## config.mk

```make
export PLATFORM = sky130hd
export DESIGN_NAME = disp_stream_arbiter
export DESIGN_NICKNAME = d
export VERILOG_FILES = /design/src/rtl/disp_stream_arbiter.sv
export SDC_FILE = /design/constraint.sdc
export NUM_CORES = 1
export LEC_CHECK = 0
export ABC_AREA = 1
export BUFFER_PORTS_ARGS = -buffer_cell sky130_fd_sc_hd__buf_4
export CORE_MARGIN = 2
export CORE_UTILIZATION = 35
export DETAILED_ROUTE_END_ITERATION = 6
export PLACE_DENSITY = 0.54
export SYNTH_ARGS = -nofsm -noshare
export SYNTH_HDL_FRONTEND = slang
export SYNTH_SLANG_ARGS = --single-unit
```

## constraint.sdc

```tcl
create_clock -name clk -period 1.2 [get_ports clk]
set_input_delay 0.06 -clock clk [delete_from_list [all_inputs] [get_ports clk]]
set_output_delay 0.06 -clock clk [all_outputs]
set_load 0.01 [all_outputs]
```

## src/rtl/disp_stream_arbiter.sv

```systemverilog
`default_nettype none
// ============================================================================
// Module      : disp_stream_arbiter
// Description : Shares one disparity/confidence sink between two decimated
//               pixel streams (left- and right-referenced disparity maps).
//               Grants a whole output row (DEC_FRAME_WIDTH words) at a time.
//               Grants alternate round-robin when both sources are waiting.
//               Each output word carries source, start-of-frame and
//               end-of-line tags.
//
// Ports       : clk, reset          - clock, asynchronous active-high reset
//               in0_* / in1_*       - source word {disp, conf}, valid, ready
//               out_data/out_src    - registered output word and its source
//               out_sof/out_eol     - first word of row 0 / last word of a row
//               out_valid/out_ready - output handshake
//               stall0_cnt/stall1_cnt (DISP_ARB_STATS_EN only) - saturating
//               counts of cycles a source was valid but not accepted
//
// Build option: define DISP_ARB_STATS_EN to add the stall counters.
//
// Revision    : 1.0 - initial release
// ============================================================================
module disp_stream_arbiter #(
    parameter int DISP_BITS        = 5,
    parameter int DEC_FRAME_WIDTH  = 240,
    parameter int DEC_FRAME_HEIGHT = 180
) (
    input  logic                 clk,
    input  logic                 reset,
    input  logic [DISP_BITS+7:0] in0_data,
    input  logic                 in0_valid,
    output logic                 in0_ready,
    input  logic [DISP_BITS+7:0] in1_data,
    input  logic                 in1_valid,
    output logic                 in1_ready,
    output logic [DISP_BITS+7:0] out_data,
    output logic                 out_src,
    output logic                 out_sof,
    output logic                 out_eol,
    output logic                 out_valid,
    input  logic                 out_ready
`ifdef DISP_ARB_STATS_EN
    ,
    output logic [15:0]          stall0_cnt,
    output logic [15:0]          stall1_cnt
`endif
);

    localparam int WCW = (DEC_FRAME_WIDTH  > 1) ? $clog2(DEC_FRAME_WIDTH)  : 1;
    localparam int RCW = (DEC_FRAME_HEIGHT > 1) ? $clog2(DEC_FRAME_HEIGHT) : 1;
    localparam logic [WCW-1:0] WORD_LAST = WCW'(DEC_FRAME_WIDTH - 1);
    localparam logic [RCW-1:0] ROW_LAST  = RCW'(DEC_FRAME_HEIGHT - 1);

    typedef enum logic [0:0] {
        IDLE  = 1'b0,
        BURST = 1'b1
    } state_t;

    state_t               state;
    state_t               state_nxt;
    logic                 grant;
    logic                 grant_nxt;
    logic                 last_grant;
    logic [WCW-1:0]       word_cnt;
    logic [RCW-1:0]       row_cnt0;
    logic [RCW-1:0]       row_cnt1;
    logic                 out_free;
    logic                 xfer0;
    logic                 xfer1;
    logic                 xfer;
    logic                 row_done;
    logic [DISP_BITS+7:0] sel_data;
    logic [RCW-1:0]       sel_row;

    // The output register can take a new word when empty or being drained.
    assign out_free  = !out_valid || out_ready;
    assign in0_ready = (state == BURST) && !grant && out_free;
    assign in1_ready = (state == BURST) &&  grant && out_free;
    assign xfer0     = in0_valid && in0_ready;
    assign xfer1     = in1_valid && in1_ready;
    assign xfer      = xfer0 || xfer1;
    assign row_done  = xfer && (word_cnt == WORD_LAST);
    assign sel_data  = grant ? in1_data : in0_data;
    assign sel_row   = grant ? row_cnt1 : row_cnt0;

    // Next-state: grant is decided only in IDLE and then held for a full
    // row, regardless of input bubbles from the granted source.
    always_comb begin
        state_nxt = state;
        grant_nxt = grant;
        case (state)
            IDLE: begin
                if (in0_valid && in1_valid) begin
                    grant_nxt = !last_grant;
                    state_nxt = BURST;
                end else if (in0_valid) begin
                    grant_nxt = 1'b0;
                    state_nxt = BURST;
                end else if (in1_valid) begin
                    grant_nxt = 1'b1;
                    state_nxt = BURST;
                end
            end
            BURST: begin
                if (row_done) begin
                    state_nxt = IDLE;
                end
            end
            default: state_nxt = IDLE;
        endcase
    end

    // last_grant resets to 1 so that source 0 wins the first contention.
    always_ff @(posedge clk or posedge reset) begin
        if (reset) begin
            state      <= IDLE;
            grant      <= 1'b0;
            last_grant <= 1'b1;
        end else begin
            state <= state_nxt;
            grant <= grant_nxt;
            if (row_done) begin
                last_grant <= grant;
            end
        end
    end

    // Word counter is shared (rows are never split); row counters are per
    // source because each source walks its own frame.
    always_ff @(posedge clk or posedge reset) begin
        if (reset) begin
            word_cnt <= '0;
            row_cnt0 <= '0;
            row_cnt1 <= '0;
        end else if (xfer) begin
            if (row_done) begin
                word_cnt <= '0;
                if (grant) begin
                    row_cnt1 <= (row_cnt1 == ROW_LAST) ? '0 : row_cnt1 + 1'b1;
                end else begin
                    row_cnt0 <= (row_cnt0 == ROW_LAST) ? '0 : row_cnt0 + 1'b1;
                end
            end else begin
                word_cnt <= word_cnt + 1'b1;
            end
        end
    end

    always_ff @(posedge clk or posedge reset) begin
        if (reset) begin
            out_data  <= '0;
            out_src   <= 1'b0;
            out_sof   <= 1'b0;
            out_eol   <= 1'b0;
            out_valid <= 1'b0;
        end else if (xfer) begin
            out_data  <= sel_data;
            out_src   <= grant;
            out_sof   <= (word_cnt == '0) && (sel_row == '0);
            out_eol   <= (word_cnt == WORD_LAST);
            out_valid <= 1'b1;
        end else if (out_ready) begin
            out_valid <= 1'b0;
        end
    end

`ifdef DISP_ARB_STATS_EN
    logic [1:0]  src_valid;
    logic [1:0]  src_ready;
    logic [15:0] stall_cnt [2];

    assign src_valid = {in1_valid, in0_valid};
    assign src_ready = {in1_ready, in0_ready};

    for (genvar k = 0; k < 2; k++) begin : g_stall
        always_ff @(posedge clk or posedge reset) begin
            if (reset) begin
                stall_cnt[k] <= '0;
            end else if (src_valid[k] && !src_ready[k] &&
                         (stall_cnt[k] != 16'hFFFF)) begin
                stall_cnt[k] <= stall_cnt[k] + 16'd1;
            end
        end
    end

    assign stall0_cnt = stall_cnt[0];
    assign stall1_cnt = stall_cnt[1];
`endif

endmodule
`default_nettype wire

```

Yosys cells after proc, flatten, opt, wreduce, memory -nomap -nowiden:

Index checks and enable logic that the tools add are counted.

* add/sub/neg operators: 3
* equality and inequality tests: 3
* muxes and demuxes: 15
* bitwise gates (word level): 2
* reductions and logical operators: 21

Operators with widths (number)
* $mux 8: 4
* $add 8x1->8 const B: 3
* $eq 8x8->1 const B: 3
* $logic_not 8->1: 2
* $mux 13: 1
* $logic_and 1x1->1: 9
* $mux 1: 9
* $reduce_and 3->1: 2
* $logic_not 1->1: 3
* $reduce_bool 3->1: 1
* $logic_or 1x1->1: 2
* $not 1->1: 2
* $pmux 1 s2: 1
* $reduce_and 2->1: 1
* $reduce_bool 2->1: 1

* register bits after elaboration: 44
* input bits: 31
* output and inout bits: 19
* word-level logic and storage cells: 55

Logic depth before layout (Yosys ltp):

Gate-level depths: netlist of the first run.

* depth in word-level cells: 8
* mapped depth: 9
* depth with buffers taken out: 9

Worst setup path before layout of the first run:

No wires, ideal clock.

* path kind: reg-to-reg
* start: reg word_cnt[0]
* end: reg row_cnt1[4]
* library setup time: 118 ps
* data arrival time: 1203 ps
* data required time: 1082 ps
* setup slack: -120 ps
* cell stages (with the launch flop): 9
* buffers on the path: 0
* period minus slack after synthesis: 1320 ps
* cell sequence: dfrtp_1 -> ha_1 -> nand2_1 -> nor2_1 -> nand3_2 -> nor2_4 -> inv_4 -> nand2_1 -> o21ai_2

* cells in the longest elaborated chain, start to end: 3

Ends and longest elaborated chain
* start: declaration: line 64 `logic [WCW-1:0] word_cnt;`
* start signal: assignment: line 144 `word_cnt <= word_cnt + 1'b1;`
* $eq 8x8->1: line 82 `assign row_done = xfer && (word_cnt == WORD_LAST);`
* $logic_and 1x1->1: line 82
* $reduce_and 3->1 (no source line)
* end signal: assignment: line 139 `row_cnt1 <= (row_cnt1 == ROW_LAST) ? '0 : row_cnt1 + 1'b1;`
* end: declaration: line 66 `logic [RCW-1:0] row_cnt1;`

Every way passes these cells.
A chain may end at the register's enable or synchronous reset.

Worst setup path after layout of the first run:

* start: reg word_cnt[1]
* end: reg state

* cells in the longest elaborated chain, start to end: 4

Ends and longest elaborated chain
* $eq 8x8->1: line 82
* $logic_and 1x1->1: line 82
* $mux 1: line 105 `if (row_done) begin`
* $pmux 1 s2: line 91 `case (state)`
* named net state_nxt: line 60 `state_t state_nxt;`
* end signal: assignment: line 120 `state <= state_nxt;`
* end: declaration: line 59 `state_t state;`

The timed path passes the listed nets, and every way through them passes these cells.

==> flow_summary.ini, run 1 <==
[pwr]
total_switching_power_uw = 2230
cell_internal_pwr_uw = 3940
sequentialPowerShare = 0.345
p_sw_frac = 0.361
total_power_uw = 6170
power.density_cell_area_nw_per_um2 = 1510
total_leakage_power_uw = 0.00211
vdd_ir_drop_max_v = 0.000825
pwr-share-comb = 0.487
power.clock.fraction = 0.168

[clocking]
cts.clk_slew.worst_paths_ns = 0.09
cts.path.max_buffers = 2
worst_skew_pair.late_latency_ns = 0.30
clock_tree_from_tritoncts = done
cts-buffers-inserted = 5
cts_root_buf = clkbuf_8
cts_sinks = 44
ctsHtreeMaxLevel = 2

[logic_synthesis]
number_of_register_bits_inferred_by_synthesis = 44
synth_sequential_area_ratio = 0.460
syn-num-nets = 347
synth_largest_area_cell = dfrtp_1
syn-cell-area_um2 = 2390
synth.top_cell.area_share = 0.449
post_synthesis_share_of_cell_area_spent_on_full_adders_half_adders_and_majority_gates = 0.0209
largest_cells_by_area_after_synthesis = dfrtp_1 45%, nand2_1 18%, nand3_1 7.1%
synthesized_netlist_cell_count = 312
share_of_the_synthesized_area_in_compound_gates_ao_oa_aoi_oai = 0.0496
synth_simple_gate_area_share = 0.374
synth.distinct_cells = 29
avgSynthCellArea_um2 = 7.68
dominant_combinational_cell_family_by_area_after_synthesis = simple AND/OR/NAND/NOR gates
synth_xor_xnor_area_share = 0.0183
synthMuxAreaShare = 0
yosysWarnings = 0

[grt]
globalRouteMet2Util = 0.312
globalRouteMet3Util = 0.0333
first_global_vias = 2393
grt_max_degree = 45
grt_first_pass_wirelength_um = 11200
gr-total-overflow = 0
track_usage = 0.188
busiest_layer = met2
grt_antenna_before_repair = 0
gr-usage-met1 = 0.255

[setup_path]
timing.critical_path.fanout_max = 4
critical_path.reg2reg.startpoint = word_cnt[1]
critical_path.most_common_cell = nand2_2
r2r_cells = 9
critical_path.cell_chain = ha_2, nand2_2, inv_2, nand2_4, nor2_4, buf_4, nand2_2, nand2_1, o21ai_1
cp_data_required_time_ns = 1.40
cp.arrival_ns = 1.58
max_stage_delay_ns = 0.37
regToRegSetupSlack_ns = -0.19
startpoint_type = flip-flop
critPathKind = flip-flop to flip-flop
timing.rr.end = state
critical_path.endpoint_type = flip-flop
critical_path.slowest_cell = dfrtp_1

[placed_design]
placement.io_buffers = 49
finalWeightedCongestion = 0.814
placedInstanceArea_um2 = 3150
preCtsSetupSlack_ns = -0.178
place.detailed.hpwl_um = 4190

[outcome]
status = finished, violations left
violations = negative setup slack

[timing]
fin_ws_ns = -0.185
finalCritPeriodShare = 1.15
maxClockFrequency_mhz = 722
final-max-slew-violation-count = 0
setup_viol = 43
final.setup_skew_ns = 0.00513
timing.max_slew.rel_slack = 0.824
hold_violations = 0
tightestPinTransition_ns = 0.262
setup_repair_after_global_routing_missed_its_margin = true
layout_min_cycle_time_ns = 1.39

[detailed_routing]
vias_per_cell = 4.80
routedWlPerCell_um = 13.7
dr_total_vias = 2532
detailedRoute.firstPassIterationCount = 4
post-route-drc-count = 0
postRouteWirelength_um = 7220
initial_drt_markers = 82
drt.antenna.violating_nets = 0

[die]
core_region_area_um2 = 6720
rows = 30
io-pin-count = 50
dieWidth_um = 86.7
floorplan.initialDensity = 0.356
die_height_um = 86.7
total_die_area_um2 = 7520

[layout]
drive_above_1_share = 0.432
area_of_all_placed_cells_without_fillers_um2 = 4080
ant_diodes = 0
sequential_cell_area_um2 = 1100
n_fill_cell = 554
finalNetCount = 482
area_delta_synth_final_pct = 70.2
multiInputGateArea_um2 = 1420

[worst_hold_path]
min_from = in1_valid
hold-path-cell-count = 3
worst_hold_path.endpoint = grant
hold_path_class = input port to flip-flop

[run]
maxCapViolCount = 0
## cells in the mapped netlist (all sizes together)
library cell and instances:
nand3 39, or2 1, a22oi 1, nand2 115, nand4 9, dfstp 1, nor3 6, xnor2 3
a21oi 2, xor2 2, dfrtp 43, clkinv 1, ha 4, inv 31, nor2 29, o21bai 1
buf 6, o21ai 18
## how the worst max path moves through the flow
| stage | start | endpoint | slack (ns) |
|---|---|---|---|
| global placement | word_cnt[0] | row_cnt1[4] | -0.14 |
| detailed placement | word_cnt[1] | row_cnt1[6] | -0.18 |
| global route | word_cnt[1] | state | -0.27 |
| finish | word_cnt[1] | state | -0.19 |
| CTS | word_cnt[1] | row_cnt0[7] | -0.18 |
| floorplan | word_cnt[0] | row_cnt1[4] | -0.12 |
## cell families (layout without fill, tap and decap cells)
family                   after synthesis  after routing
AO/OA/AOI/OAI                         22             22
buffers and inverters                 38            171
AND/OR/NAND/NOR                      199            201
adder cells (fa/ha/maj)                4              4
flip-flops                            44             44
XOR/XNOR                               5              5
## area by class of cell
| class | count | area share |
|---|---|---|
| timing repair buffer | 132 | 0.297 |
| sequential | 44 | 0.271 |
| multi-input combinational | 232 | 0.349 |
| tap | 80 | 0.0246 |
| clock buffer | 7 | 0.0236 |
| inverter | 32 | 0.0344 |
## metrics by stage
step | utilization | hold slack [ns] | setup TNS (ns) | instances
detailed placement | 0.469 | 0.135 | -4.37 | 474
CTS | 0.562 | 0.0364 | -5.11 | 521
floorplan | - | 0.193 | -1.19 | 312
global placement | 0.469 | 0.130 | -3.41 | 474
finish | 0.607 | 0.0361 | -5.93 | 527
global route | 0.607 | 0.0759 | -9.49 | 527
## timing repair
action                     in CTS  in global routing
hold buffers                   27                  0
cloned                          4                  1
setup endpoints to repair      43                 45
pin swaps                      11                 31
buffers inserted                9                  7
hold endpoints to repair       56                  0
resized for setup              36                 64
## routing by layer
metal  vias to the layer above  wire length (um)  share of wire
met5                         -                 0              0
met4                         0               110          0.015
met3                        10               221          0.031
met2                        47              3810           0.53
met1                      1195              3080           0.43
li1                       1280                 -              -
## state kept, by name, indices dropped and copies added, names as in the netlist, 8 cells and up
name,flops
row_cnt0,8
row_cnt1,8
out_data,13
word_cnt,8
## cells in the final DEF (no fill, tap or decap), types with 6 or more instances in the layout
cell type	Yosys	layout
nand4_1	9	9
buf_6	0	7
buf_4	0	89
nand3_1	34	19
dfrtp_1	43	42
o21ai_0	14	7
dlygate4sd3_1	0	27
nand2_1	113	85
nand2_2	1	14
clkbuf_8	0	7
nand2_4	1	15
o21ai_1	3	6
nor2_1	26	22
inv_1	26	20
nand3_2	3	16
## power groups by stage
| stage | logic, uW | registers [uW] | clock network (uW) |
|---|---|---|---|
| floorplan | 934 | 2230 | 0 |
| global placement | 2110 | 2110 | 0 |
| detailed placement | 2130 | 2110 | 0 |
| CTS | 2660 | 2100 | 1050 |
| global route | 3280 | 2180 | 1100 |
| finish | 3010 | 2130 | 1040 |
## worst max-delay path: cells and delay by family (launching register included)
kind | cells | cell delay, ns
buffers and inverters | 2 | 0.23
AOI/OAI and AO/OA | 1 | 0.05
adders and majority gates | 1 | 0.19
and+or+nand+nor | 5 | 0.44
DFF | 1 | 0.37
No activity file was read; power rests on OpenSTA's default activity.
==> run 2, diff against run 1 <==
- ABC_AREA: 1 -> 0
- PLACE_DENSITY: 0.54 -> 0.55
==> run 2 against run 1 <==
  * The flow still finishes with violations (negative setup slack)
  * Maximum frequency shrank 15%
  * Area after synthesis is 4.9% lower
  * Hold slack gained 0.067 ns
  * Highest routed layer unchanged
==> flow_summary.ini, run 2 <==
[detailed_routing]
post-route-drc-count = 0
drt.antenna.violating_nets = 0
vias_per_cell = 5.28
initial_drt_markers = 84
dr_total_vias = 2461
detailedRoute.firstPassIterationCount = 4
postRouteWirelength_um = 7350
routedWlPerCell_um = 15.8

[timing]
timing.max_slew.rel_slack = 0.568
setup_viol = 45
layout_min_cycle_time_ns = 1.63
final-max-slew-violation-count = 0
final.setup_skew_ns = 0.00389
maxClockFrequency_mhz = 615
finalCritPeriodShare = 1.36
setup_repair_after_global_routing_missed_its_margin = true
fin_ws_ns = -0.427
tightestPinTransition_ns = 0.644
hold_violations = 0

[logic_synthesis]
yosysWarnings = 0
primary_flip_flop_cell_chosen_by_synthesis_mapping = dfrtp_1
synth.top_cell.area_share = 0.472
synth_enable_flop_cells = 0
synth.distinct_cells = 42
most_numerous_cell_types_in_the_synthesized_netlist = 43 x dfrtp_1, 41 x nand2_1, 16 x o31ai_1
number_of_register_bits_inferred_by_synthesis = 44
synthesized_netlist_cell_count = 231
syn-cell-area_um2 = 2280
synth_sequential_area_ratio = 0.484
synth_largest_area_cell = dfrtp_1
syn-num-nets = 266
async_set_or_reset_register_ratio_after_synthesis = 1.00
largest_cells_by_area_after_synthesis = dfrtp_1 47%, nand2_1 6.8%, o31ai_1 5.3%
avgSynthCellArea_um2 = 9.86
yosysMostFrequentCell = dfrtp_1

[placed_design]
placedInstanceArea_um2 = 3220
placement.io_buffers = 49
finalWeightedCongestion = 0.813
place.detailed.hpwl_um = 4480

[pwr]
pwr-share-comb = 0.364
p_sw_frac = 0.318
vdd_ir_drop_max_v = 0.000620
power.density_cell_area_nw_per_um2 = 1080
total_power_uw = 4500
total_leakage_power_uw = 0.00195
sequentialPowerShare = 0.420
cell_internal_pwr_uw = 3070
total_switching_power_uw = 1430
power.clock.fraction = 0.216

[outcome]
violations = negative setup slack
status = finished, violations left

[run]
maxCapViolCount = 0

[layout]
area_delta_synth_final_pct = 83.1
area_of_all_placed_cells_without_fillers_um2 = 4170
n_fill_cell = 503
finalNetCount = 423
multiInputGateArea_um2 = 1460
register_containing_the_most_flip_flops_in_the_final_layout = out_data
largest_register_ff_count = 13
drive_above_1_share = 0.537
layout_commonest_cell = buf_4
ant_diodes = 0
sequential_cell_area_um2 = 1100
most_used_cells_in_the_layout_excluding_fill_and_tap_cells = 108 x buf_4, 43 x dfrtp_1, 37 x nand2_1, 27 x dlygate4sd3_1, 18 x buf_6

[clocking]
worst_skew_pair.late_latency_ns = 0.30
cts.path.max_buffers = 2
cts_sinks = 44
cts_root_buf = clkbuf_8
cts-buffers-inserted = 5
clock_tree_from_tritoncts = done
ctsHtreeMaxLevel = 2
cts.clk_slew.worst_paths_ns = 0.08

[setup_path]
regToRegSetupSlack_ns = -0.41
critical_path.endpoint_type = output pin
cp.arrival_ns = 1.57
critPathKind = flip-flop to output pin
timing.critical_path.fanout_max = 4
startpoint_type = flip-flop
cp_data_required_time_ns = 1.14

[grt]
gr-total-overflow = 0
track_usage = 0.205
grt_antenna_before_repair = 0
first_global_vias = 2475
grt_max_degree = 22
grt_first_pass_wirelength_um = 11700

[die]
floorplan.initialDensity = 0.361
core_region_area_um2 = 6310
rows = 29
die_height_um = 84.7
io-pin-count = 50
dieWidth_um = 84.7
total_die_area_um2 = 7170

[worst_hold_path]
hold_path_class = input port to flip-flop
## run 2: cell types whose count changed after synthesis, moves of 6 or more
cell	delta
a22oi_1	+12
nand2_1	-72
inv_1	-20
o21ai_0	-6
nor2_1	-17
o31ai_1	+16
nand3_1	-21
## run 2: metrics by stage
step           setup slack, ns   util  hold WS (ns)  TNS (ns)  std cells
2_1_floorplan           -0.504      -         0.188    -15.69        231
3_3_place_gp            -0.460  0.510        0.0965    -13.95        413
3_5_place_dp            -0.490  0.510         0.105    -14.88        413
4_1_cts                 -0.489  0.629      0.000631    -14.48        458
5_1_grt                 -0.487  0.661         0.130    -16.32        466
6_report                -0.427  0.661         0.103    -12.97        466
## run 2: critical path, cell delays in order (launching register included)
cell	delay [ns]
dfrtp_1	0.39
nor2b_4	0.15
buf_6	0.12
or3_4	0.36
buf_6	0.13
inv_2	0.04
buf_6	0.09
## run 2: per-layer routing
| layer | GRT usage | up-vias | share of wire |
|---|---|---|---|
| met4 | 0.0678 | 0 | 0.013 |
| met1 | 0.252 | 1210 | 0.42 |
| li1 | - | 1180 | - |
| met5 | 0 | - | 0 |
| met2 | 0.356 | 60 | 0.52 |
| met3 | 0.0462 | 11 | 0.043 |
## run 2: cell type report
class                   count  area share
multi-input cells         171       0.350
repair buffers            159       0.335
flip-flops and latches     44       0.264
well taps                  77      0.0231
clock buffers               8      0.0216
inverters                   7     0.00630
## run 2: path summary, 6_finish.rpt
path	to	cells after the start	from
max in group asynchronous	out_src	4	reset
hold reg to reg	out_data[7]	2	out_data[7]
hold / removal	state	4	in1_valid
min in group asynchronous	out_data[7]	3	reset
setup / recovery	in0_ready	6	out_valid
setup reg to reg	row_cnt0[7]	5	word_cnt[1]
## run 2: power by group through the flow
stage               registers (uW)  logic, uW  clock network (uW)
floorplan                     1950        506                   0
detailed placement            1870       1250                   0
global placement              1870       1240                   0
finish                        1890       1640                 972
CTS                           1870       1530                 995
global route                  1920       1770                1040
## run 2: cells by family after synthesis
family / share of synthesized area
muxes: 0.0236
adders and majority gates: 0.0220
AOI/OAI and AO/OA: 0.185
buffers and inverters: 0.0368
xor gates and xnor gates: 0.0115
DFF: 0.484
and+or+nand+nor: 0.237
## run 2: what timing repair did
action,in CTS,in global routing
setup endpoints to repair,45,45
pin swaps,25,18
gates resized for setup,73,35
cloned,4,0
endpoints found under the hold margin,26,1
hold buffers,26,1
setup buffers,7,9
==> run 3, diff against run 2 <==
- SETUP_SLACK_MARGIN: unset -> 0.5
- SLEW_MARGIN: unset -> 20
==> run 3 against run 2 <==
  * The flow finishes with violations (negative hold slack, negative setup slack)
  * Combinational power grew 7%
  * Global-route usage is 0.79 points lower
  * Final cell count decreased by 4.3%
  * Die area unchanged
  * Sequential power is essentially flat
  * Largest cell class unchanged
==> flow_summary.ini, run 3 (synthesized netlist as in run 2, its figures left out) <==
[clocking]
cts-buffers-inserted = 5
ctsHtreeMaxLevel = 2
cts_sinks = 44
worst_skew_pair.late_latency_ns = 0.30
cts_root_buf = clkbuf_8
cts.path.max_buffers = 2
cts.clk_slew.worst_paths_ns = 0.09
clock_tree_from_tritoncts = done

[setup_path]
max_stage_delay_ns = 0.41
critPathLaunch = word_cnt[1]
r2r_cells = 7
critical_path.endpoint_type = flip-flop
critical_path.reg2reg.startpoint = word_cnt[1]
timing.critical_path.fanout_max = 7
critical_path.most_common_cell = buf_6
critical_path.cell_chain = ha_4, nand4_4, buf_6, nor3_4, buf_6, nand2_4, mux2_2
critical-path-top-delay-family = flip-flops
startpoint_type = flip-flop
cp_data_required_time_ns = 1.39
cp.arrival_ns = 1.84
critical_path.n_buffers_inverters = 2
timing.rr.end = row_cnt0[1]
critical_path.slowest_cell = dfrtp_1
regToRegSetupSlack_ns = -0.45
critPathKind = flip-flop to flip-flop

[detailed_routing]
post-route-drc-count = 0
detailedRoute.firstPassIterationCount = 4
vias_per_cell = 5.32
drt.antenna.violating_nets = 0
initial_drt_markers = 127
routedWlPerCell_um = 15.8
dr_total_vias = 2371
postRouteWirelength_um = 7060

[worst_hold_path]
hold_path_class = input port to asynchronous set/reset pin

[timing]
maxClockFrequency_mhz = 606
hold_violations = 56
final.setup_skew_ns = 0.00654
final-max-slew-violation-count = 0
fin_ws_ns = -0.451
layout_min_cycle_time_ns = 1.65
setup_viol = 45
tightestPinTransition_ns = 0.395
setup_repair_after_global_routing_missed_its_margin = true
timing.max_slew.rel_slack = 0.734
holdWs_ns = -0.300
finalCritPeriodShare = 1.38
setup-tns-final_ns = -14.57

[outcome]
violations = negative hold slack, negative setup slack
status = finished, violations left

[pwr]
power.density_cell_area_nw_per_um2 = 1180
total_leakage_power_uw = 0.00190
total_power_uw = 4820
vdd_ir_drop_max_v = 0.000920

[die]
rows = 29
floorplan.initialDensity = 0.361
total_die_area_um2 = 7170
die_height_um = 84.7
core_region_area_um2 = 6310
io-pin-count = 50
dieWidth_um = 84.7

[grt]
grt_max_degree = 34
track_usage = 0.197
grt_antenna_before_repair = 0
grt_first_pass_wirelength_um = 11300
gr-total-overflow = 0
first_global_vias = 2416

[layout]
area_of_all_placed_cells_without_fillers_um2 = 4080
area_delta_synth_final_pct = 78.9
ant_diodes = 0
n_fill_cell = 495
fin_util = 0.646
finalNetCount = 403
register_containing_the_most_flip_flops_in_the_final_layout = out_data
most_used_cells_in_the_layout_excluding_fill_and_tap_cells = 87 x buf_4, 48 x buf_6, 42 x dfrtp_1, 36 x nand2_1
drive_above_1_share = 0.593
largest_register_ff_count = 13
layout_commonest_cell = buf_4

[placed_design]
place.detailed.hpwl_um = 4530
finalWeightedCongestion = 0.853
placedInstanceArea_um2 = 3190
placement.io_buffers = 49

[run]
maxCapViolCount = 0
[run 3: changes by cell type in the layout (fill, tap and decap cells not counted), moves of 2 or more]
cell	change
buf_4	-21
buf_6	+30
nor2_4	+3
nand2_2	+2
nor2_1	-2
buf_8	-2
dlygate4sd3_1	-27
[run 3: worst register-to-register path, stage by stage (launching register included)]
cell,delay [ns]
dfrtp_1,0.41
ha_4,0.17
nand4_4,0.12
buf_6,0.16
nor3_4,0.15
buf_6,0.18
nand2_4,0.08
mux2_2,0.27
[run 3: power by group]
part | total [uW] | switching [uW] | leakage [uW] | internal (uW)
combinational | 1760 | 755 | 0.00127 | 1010
sequential | 1920 | 215 | 0.000569 | 1700
clock | 1140 | 524 | 0.0000552 | 619
[run 3: area by class of cell]
cell class / instances / area, um2 / area share
multi-input combinational: 171 / 1460 / 0.359
timing repair buffer: 139 / 1280 / 0.313
sequential: 44 / 1100 / 0.271
tap: 77 / 96.3 / 0.0236
clock buffer: 6 / 72.6 / 0.0178
clock inverter: 2 / 35.0 / 0.00859
inverter: 7 / 30.0 / 0.00737
[run 3: metal layers]
metal / share of wire / up-vias / GRT usage
met5: 0 / - / 0
met4: 0.019 / 0 / 0.0722
met3: 0.041 / 11 / 0.0334
met2: 0.51 / 68 / 0.336
met1: 0.43 / 1153 / 0.253
li1: - / 1139 / -
[run 3: worst max-delay path by stage]
stage                     slack, ns  cells past startpoint          end
after floorplan               -0.50                      6  row_cnt1[5]
after global placement        -0.46                      5  row_cnt0[7]
after detailed placement      -0.50                      5  row_cnt1[5]
after CTS                     -0.50                      5  row_cnt1[5]
after global routing          -0.49                      5  row_cnt1[5]
final                         -0.45                      7  row_cnt0[1]
[run 3: repair_timing]
action                                  4_1_cts  5_1_grt
setup buffers                                16       10
cloned                                        4        0
hold endpoints to repair                     47       24
gates resized for setup                     106       26
pin swaps                                    41       12
endpoints found under the setup margin       63       63
[run 3: metrics by stage]
| step | worst slack, ns | std cells |
|---|---|---|
| 2_1_floorplan | -0.504 | 231 |
| 6_report | -0.451 | 446 |
| 3_3_place_gp | -0.459 | 408 |
| 5_1_grt | -0.491 | 446 |
| 4_1_cts | -0.500 | 436 |
| 3_5_place_dp | -0.502 | 408 |
